<file path="src/rtl/pipe_hazard_ctrl.sv">
// Pipeline hazard controller: load-use stalls, jump flushes and data-memory waits with a timeout fault.
// Optional performance counters (stall_cycles, flush_events) are enabled by defining PIPE_HAZARD_PERF_EN.
module pipe_hazard_ctrl #(
  parameter int TIMEOUT = 16
) (
  input  logic       clock,
  input  logic       reset,
  input  logic       ex_mem_read,
  input  logic [4:0] ex_dest,
  input  logic [4:0] id_rs,
  input  logic [4:0] id_rt,
  input  logic       id_uses_rt,
  input  logic       mem_jmp,
  input  logic       mem_access,
  input  logic       mem_ready,
  output logic       load_pc,
  output logic       load_if_id,
  output logic       load_id_ex,
  output logic       load_ex_mem,
  output logic       load_mem_wb,
  output logic       flush_if_id,
  output logic       flush_id_ex,
  output logic       flush_ex_mem,
  output logic [1:0] state,
  output logic       mem_timeout
`ifdef PIPE_HAZARD_PERF_EN
  ,
  output logic [15:0] stall_cycles,
  output logic [15:0] flush_events
`endif
);

  typedef enum logic [1:0] {
    RUN      = 2'd0,
    LU_STALL = 2'd1,
    MEM_WAIT = 2'd2,
    FAULT    = 2'd3
  } state_t;

  localparam logic [7:0] TIMEOUT_CNT = 8'(TIMEOUT);

  state_t     state_reg, state_next;
  logic [7:0] wait_cnt_reg, wait_cnt_next;
  logic       mem_timeout_reg;
  logic       lu_hazard;
  logic       jump_flush;

  assign lu_hazard = ex_mem_read && (ex_dest != 5'd0) &&
                     ((ex_dest == id_rs) || (id_uses_rt && (ex_dest == id_rt)));

  always_comb begin
    load_pc       = 1'b0;
    load_if_id    = 1'b0;
    load_id_ex    = 1'b0;
    load_ex_mem   = 1'b0;
    load_mem_wb   = 1'b0;
    flush_if_id   = 1'b0;
    flush_id_ex   = 1'b0;
    flush_ex_mem  = 1'b0;
    jump_flush    = 1'b0;
    state_next    = state_reg;
    wait_cnt_next = wait_cnt_reg;

    if (state_reg != FAULT) begin
      if (state_reg == MEM_WAIT && !mem_ready) begin
        // wait_cnt already counts the blocked cycle that entered MEM_WAIT
        wait_cnt_next = 8'(wait_cnt_reg + 8'd1);
        if (wait_cnt_next == TIMEOUT_CNT) state_next = FAULT;
      end else if (state_reg != MEM_WAIT && mem_access && !mem_ready) begin
        state_next    = MEM_WAIT;
        wait_cnt_next = 8'd1;
      end else begin
        wait_cnt_next = 8'd0;
        state_next    = RUN;
        if (mem_jmp) begin
          {load_pc, load_if_id, load_id_ex, load_ex_mem, load_mem_wb} = 5'b11111;
          {flush_if_id, flush_id_ex, flush_ex_mem} = 3'b111;
          jump_flush = 1'b1;
        end else if (lu_hazard && state_reg != LU_STALL) begin
          {load_id_ex, load_ex_mem, load_mem_wb} = 3'b111;
          flush_id_ex = 1'b1;
          state_next  = LU_STALL;
        end else begin
          {load_pc, load_if_id, load_id_ex, load_ex_mem, load_mem_wb} = 5'b11111;
        end
      end
    end

    if (!reset) begin
      {load_pc, load_if_id, load_id_ex, load_ex_mem, load_mem_wb} = 5'b00000;
      {flush_if_id, flush_id_ex, flush_ex_mem} = 3'b000;
      jump_flush = 1'b0;
    end
  end

  always_ff @(posedge clock or negedge reset) begin
    if (!reset) begin
      state_reg       <= RUN;
      wait_cnt_reg    <= 8'd0;
      mem_timeout_reg <= 1'b0;
    end else begin
      state_reg    <= state_next;
      wait_cnt_reg <= wait_cnt_next;
      if (state_next == FAULT) mem_timeout_reg <= 1'b1;
    end
  end

  assign state       = state_reg;
  assign mem_timeout = mem_timeout_reg;

`ifdef PIPE_HAZARD_PERF_EN
  logic [15:0] stall_cycles_reg, flush_events_reg;

  always_ff @(posedge clock or negedge reset) begin
    if (!reset) begin
      stall_cycles_reg <= 16'd0;
      flush_events_reg <= 16'd0;
    end else begin
      if (!load_pc && stall_cycles_reg != 16'hFFFF)
        stall_cycles_reg <= stall_cycles_reg + 16'd1;
      if (jump_flush && flush_events_reg != 16'hFFFF)
        flush_events_reg <= flush_events_reg + 16'd1;
    end
  end

  assign stall_cycles = stall_cycles_reg;
  assign flush_events = flush_events_reg;
`endif

endmodule

</file>
<file path="config.mk">
export PLATFORM = sky130hd
export DESIGN_NAME = pipe_hazard_ctrl
export DESIGN_NICKNAME = d
export VERILOG_FILES = /design/src/rtl/pipe_hazard_ctrl.sv
export SDC_FILE = /design/constraint.sdc
export NUM_CORES = 1
export LEC_CHECK = 0
export BUFFER_PORTS_ARGS = -buffer_cell sky130_fd_sc_hd__clkbuf_2
export CORE_UTILIZATION = 33
export DETAILED_ROUTE_END_ITERATION = 7
export REMOVE_ABC_BUFFERS = 1
export SYNTH_ARGS = -nofsm -noshare
export SYNTH_HDL_FRONTEND = slang
export SYNTH_SLANG_ARGS = --single-unit
</file>
<file path="constraint.sdc">
create_clock -name clock -period 1.55 [get_ports clock]
set_input_delay 0.155 -clock clock [delete_from_list [all_inputs] [get_ports clock]]
set_output_delay 0.155 -clock clock [all_outputs]
set_load 0.02 [all_outputs]
</file>
# Word-level counts from Yosys, hierarchy flattened
# Index checks and enable logic that the tools add are counted.
# classes
n_addsub,1
n_eq_ne,8
mux,29
n_reduce_logical,10
# ops
operator,count
1-bit two-way mux,24
5-bit == test,2
8-bit by 1-bit adder with 8-bit output (second input constant),1
8-bit by 5-bit == test with 1-bit output (second input constant),1
2-bit two-way mux,4
8-bit two-way mux,1
1-bit logical AND,7
5-bit nonzero test,1
2-bit == test (second input constant),2
2-bit != test (second input constant),2
2-bit by 1-bit != test with 1-bit output (second input constant),1
1-bit logical NOT,1
1-bit logical OR,1
# word_totals
inputBits,22
wordCells,51
reg_bits,11

# Logic depth before layout (Yosys ltp)
# Gate-level depths: netlist of the first run.
# depth
ltp_word,11
depth_mapped,6
ltp_nobuf,5

# Worst setup path before layout of the first run
# OpenSTA, ideal clock, no wires.
# synth_path
path_type,register to output
from,reg state_reg[1] (netlist: state[1])
to,out flush_if_id
path_slack_ps,-324
stages_incl_launch_ff,6
t_required_ps,1395
arrival_ps,1719
n_path_buf,1
path_cell_list,dfrtp_1 > a21oi_1 > a21oi_1 > nor2b_1 > and2_1 > buf_4
# synth_between
elab_chain_len,7
word_cells_on_any_way,10
classes_between,eq/ne (3); mux (4); reduce/logical (3)
# synth_lines
item,line_no,rtl
from (decl),42,"state_t state_reg, state_next;"
from (signal assigned),102,state_reg <= state_next;
2-bit != test,69,end else if (state_reg != MEM_WAIT && mem_access && !mem_ready) begin
1-bit logical AND (2 in series),69,
1-bit two-way mux (2 in series),--,
1-bit two-way mux (*) (2 in series),--,
to (decl),21,"output logic flush_if_id,"
# Every way passes the cells marked *; elsewhere a longest branch is shown, timed or not.

# Worst setup path after layout of the first run
# layout_path
from,reg state_reg[1] (netlist: state[1])
to,out load_pc
# layout_between
elab_chain_len,8
word_cells_on_any_way,14
classes_between,eq/ne (4); mux (6); reduce/logical (4)
# layout_lines
item,line_no,rtl
2-bit by 1-bit != test with 1-bit output,79,end else if (lu_hazard && state_reg != LU_STALL) begin
1-bit logical AND,79,
1-bit two-way mux,79,
1-bit two-way mux,75,if (mem_jmp) begin
1-bit two-way mux,69,
1-bit two-way mux,65,if (state_reg == MEM_WAIT && !mem_ready) begin
1-bit two-way mux (*),64,if (state_reg != FAULT) begin
1-bit two-way mux (*),89,if (!reset) begin
to (decl),16,"output logic load_pc,"
# Marks and branches as above.

==> results of run 1 <==
timing repair:
item                       CTS  global route
resized for setup           16            15
setup endpoints to repair    8             9
cloned                       0             0
buffers inserted             6             0
hold endpoints to repair    11             0
hold buffers                 1             0
pin swaps                    3             3
stage by stage:
stage                     cells  total power [W]
after CTS                   163         0.000729
after global placement      152         0.000477
after global routing        163         0.000778
after floorplan              83         0.000395
final                       163         0.000732
after detailed placement    152         0.000480
power by group:
part,internal [W],leakage [nW],total [W],switching [W]
combinational,0.000115,0.401,0.000221,0.000106
clock,0.0000958,0.0177,0.000206,0.000110
sequential,0.000296,0.151,0.000304,0.00000777
critical path, delay by kind of cell (launching register included):
kind | cells | cell delay (ns)
buffers and inverters | 2 | 0.28
DFF | 1 | 0.38
AOI/OAI and AO/OA | 3 | 0.51
final cells by class:
type / instances / area, um2 / share of cell area [%]
repair buffers: 48 / 349 / 29.6
inverters: 3 / 11.3 / 0.956
multi-input cells: 69 / 479 / 40.7
clock inverters: 1 / 5.00 / 0.425
flip-flops and latches: 11 / 275 / 23.4
clock buffers: 3 / 22.5 / 1.91
well taps: 28 / 35.0 / 2.98
cell usage in the layout, fill, tap and decap left out, drive strengths merged, types with 2 or more instances in the layout:
| cell | n |
|---|---|
| and3 | 3 |
| inv | 3 |
| nand2b | 4 |
| dfrtp | 11 |
| nor4 | 2 |
| nor3 | 2 |
| nand2 | 6 |
| xnor2 | 3 |
| xor2 | 9 |
| o21ai | 6 |
| nand3 | 7 |
| clkbuf | 29 |
| buf | 21 |
| nor2 | 3 |
| o31ai | 4 |
| a21oi | 7 |
| and2 | 3 |
worst paths after layout:
path	slack (ns)	to	from
max in group asynchronous	1.04	wait_cnt_reg[4]	reset
worst min-delay path	0.1	state[0]	mem_jmp
worst max register to register	0.15	state[0]	wait_cnt_reg[4]
worst min register to register	0.47	mem_timeout	mem_timeout
min in group asynchronous	0.37	wait_cnt_reg[2]	reset
worst max-delay path	-0.06	load_pc	state[1]
routing by layer:
metal  vias up  routed length, um  track usage (%)
met1       365                771             18.6
met5         -                  0                0
met3         4                135             5.76
met4         0                 29             5.56
li1        403                  -                -
met2        34                961             32.0
logic make-up after synthesis:
logic type | synth area share, %
simple gates | 22.6
compound gates | 20.0
xor+xnor | 13.7
flops | 35.8
buf+inv | 6.34
fa+ha+maj | 1.63
==> out/results.ini, run 1 <==
[run_status]
violations = negative setup slack
outcome = finished with violations

[power]
p_per_area_nw_per_um2 = 621
power_leakage_nw = 0.569
peakVddDrop_mv = 0.516

[synth]
synth_area_um2 = 769
synth_cells = 89
async_flop_share_pct = 100
synth_area_leaders = dfrtp_1, xor2_1, a21oi_1
synth_most_common_cell = dfrtp_1
ys_seq_area_share_pct = 35.8
yosys.cell_types.count = 29
synth_seq_cells = 11
synthFlopType = dfrtp_1
synth-edff-count = 0
synth_top_cell_area_share_pct = 35.8
yosys_warnings = 0
syn_avg_cell_area_um2 = 8.65
synth_top_cell_by_area = dfrtp_1
synthTopCellsByCount = dfrtp_1, xor2_1, a21oi_1, nand3_1

[die]
die_w_um = 50.3
placementRows = 17
num_io_pins = 33
die_y_um = 50.3
start_util_pct = 34.8
die_area_um2 = 2530
core_area_um2 = 2210

[sta]
relSlewSlack_pct = 78.9
final.setup_skew_ns = 0.00163
grt_setup_unrepaired = yes
setup_tns_ns = -0.112
fin_crit_ns = 1.61
finalWorstSetupSlack_ns = -0.0564
slew_viol_final = 0
worst_slew_pin_slew_ns = 0.314
fmax_mhz = 622
hold_ws_ns = 0.0959
setup_violations = 2
hold_violations = 0
finalCritPeriodShare_pct = 104

[detailed_routing]
dr.pass1.iters = 3
vias_per_cell = 4.94
ant_nets = 0
drc = 0
vias = 806
wl_um = 1900
wl_per_cell_um = 11.6
drt_iter0_markers = 5

[finish]
largest_register_ffs = 8
fin_util_pct = 53.2
final_cell_area_um2 = 1180
drive_above_1_share_pct = 45.9
nFillCells = 214
area_growth_syn_to_layout_pct = 53.0
fin_nets = 159
antenna_cells = 0

[cts]
cts_buffers = 3
cts_tree = built
clk_pin_slew_ns = 0.08
htree_levels = 1
cts_sinks = 11
clk_path_buf_depth = 2
clk_latency_ns = 0.28
cts-root-buf = clkbuf_4

[placed_design]
place_area_um2 = 995
globalplace.congestion = 0.773
place_ws_ns = -0.0271
dp_hpwl_um = 1440
port_buffers = 32

[grt]
grt_usage_pct = 17.5
overflow = 0
grt_max_degree = 12
grt_antenna_before_repair = 0
grt_first_pass_wirelength_um = 3270
grt_pass1_vias = 768

[critical_path]
cpMaxStageDelayCell = dfrtp_1
endpoint_kind = primary output
critical_path_arrival_ns = 1.45
start_kind = register
path_class = reg -> out
cpPeakStageDelay_ns = 0.38
cp_max_fo = 3
rr_worst_depth = 5
path_cells = buf_6 -> o221ai_2 -> a21o_2 -> o21a_1 -> clkbuf_8
worstPathRequired_ns = 1.39

[hold_path]
hp-class = in -> reg
min_path_cells = 2

[flow_run]
maxCapViolations = 0

Note: power is estimated with default switching activity, not from simulation.
==> run 2, diff against run 1 <==
Settings changed: CELL_PAD_IN_SITES_DETAIL_PLACEMENT from default to 0, CELL_PAD_IN_SITES_GLOBAL_PLACEMENT from default to 1, PLACE_DENSITY_LB_ADDON from default to 0.1.
==> out/results.ini, run 2 (synthesized netlist as in run 1, its figures left out) <==
[run_status]
outcome = finished with violations
violations = negative setup slack

[power]
swShare_pct = 30.2
combPwrFrac_pct = 28.9
power_leakage_nw = 0.554
peakVddDrop_mv = 0.320
p_per_area_nw_per_um2 = 626
pwr-share-seq_pct = 42.4
clkPwrFrac_pct = 28.6
power_switching_w = 0.000217
power.internal_w = 0.000501

[finish]
nFillCells = 222
regArea_um2 = 275
fin_nets = 158
final_common_cell = clkbuf_2
largest_register_ffs = 8
drive_above_1_share_pct = 44.0
antenna_cells = 0
final_cell_mix = clkbuf_2, buf_4, dfrtp_1
area_growth_syn_to_layout_pct = 49.1
multi_input_area_um2 = 468

[die]
die_w_um = 50.3
die_y_um = 50.3
start_util_pct = 34.8
num_io_pins = 33
placementRows = 17
core_area_um2 = 2210
die_area_um2 = 2530

[placed_design]
place_ws_ns = -0.00840
dp_hpwl_um = 1500
port_buffers = 32
globalplace.congestion = 0.750

[hold_path]
min_path_cells = 2
hp-class = in -> reg

[critical_path]
endpoint_kind = primary output
crit_start = state[0]
crit_end = load_pc
cp_max_fo = 5
rr_worst_depth = 5
worstPathRequired_ns = 1.39
start_kind = register
critical_path_arrival_ns = 1.45
path_class = reg -> out
rrSetupSlack_ns = 0.10
r2r_start = state[1]
reg2reg_to = state[0]

[cts]
cts_sinks = 11
cts_buffers = 3
clk_pin_slew_ns = 0.07
clk_latency_ns = 0.28
clk_path_buf_depth = 2
cts-root-buf = clkbuf_4
cts_tree = built
htree_levels = 1

[grt]
grt_max_degree = 12
grt_pass1_vias = 754
overflow = 0
grt_antenna_before_repair = 0
grt_first_pass_wirelength_um = 3290
grt_usage_pct = 17.4

[sta]
hold_ws_ns = 0.118
fin_crit_ns = 1.61
relSlewSlack_pct = 79.0
worst_slew_pin_slew_ns = 0.315
grt_setup_unrepaired = yes
finalCritPeriodShare_pct = 104
setup_violations = 2
fmax_mhz = 622
slew_viol_final = 0
hold_violations = 0
final.setup_skew_ns = 0.00628
finalWorstSetupSlack_ns = -0.0574
setup_tns_ns = -0.115

[flow_run]
maxCapViolations = 0

[detailed_routing]
m1WireLength_um = 821
dr.max_layer_used = met4
vias = 802
wl_um = 1970
drt_iter0_markers = 17
wl_per_cell_um = 12.1
ant_nets = 0
wl_met2_um = 995
wl_met3_um = 122
dr.pass1.iters = 4
vias_per_cell = 4.95
drc = 0

==> run 2: worst max-delay path: stages (launching register included) <==
cell and delay, ns:
dfrtp_1 0.39, inv_2 0.11, o221ai_2 0.10, a21o_2 0.21, o21a_1 0.22, clkbuf_8 0.16
==> run 2: how the worst min path moves through the flow <==
stage / slack (ns) / endpoint / startpoint
2_1_floorplan: -0.14 / mem_timeout / reset
3_3_place_gp: 0.14 / wait_cnt_reg[3] / reset
3_5_place_dp: 0.14 / wait_cnt_reg[3] / reset
4_1_cts: 0.12 / state[0] / mem_jmp
5_1_grt: 0.11 / state[0] / mem_jmp
6_report: 0.12 / state[0] / mem_jmp
==> run 2: metal layers <==
metal / GRT usage (%) / vias to the layer above
li1: - / 406
met5: 0 / -
met3: 2.73 / 4
met2: 31.6 / 34
met1: 20.2 / 358
met4: 6.94 / 0
==> run 2: power by group through the flow <==
stage	Clock [W]	Sequential, W	Combinational [W]
2_1_floorplan	0	0.000318	0.0000767
3_3_place_gp	0	0.000309	0.000166
3_5_place_dp	0	0.000310	0.000168
4_1_cts	0.000210	0.000305	0.000199
5_1_grt	0.000221	0.000307	0.000226
6_report	0.000206	0.000305	0.000208
==> run 2: layout make-up <==
cell class,count,area share [%]
flip-flops and latches,11,24.0
clock buffers,4,2.29
repair buffers,47,28.9
well taps,28,3.05
inverters,3,0.981
multi-input cells,69,40.8
==> run 2: through the flow <==
step | instances | utilization, % | instance area [um2] | power (W)
floorplan | 83 | - | 732 | 0.000395
global placement | 153 | 45.3 | 1000 | 0.000475
detailed placement | 153 | 45.3 | 1000 | 0.000478
CTS | 162 | 50.8 | 1120 | 0.000714
global route | 162 | 51.9 | 1150 | 0.000754
finish | 162 | 51.9 | 1150 | 0.000718
==> run 2: timing repair <==
| action | 4_1_cts | 5_1_grt |
|---|---|---|
| hold buffers | 1 | 0 |
| buffers inserted | 4 | 0 |
| pin swaps | 5 | 1 |
| endpoints found under the setup margin | 8 | 8 |
| hold endpoints to repair | 11 | 0 |
| gates resized for setup | 15 | 12 |
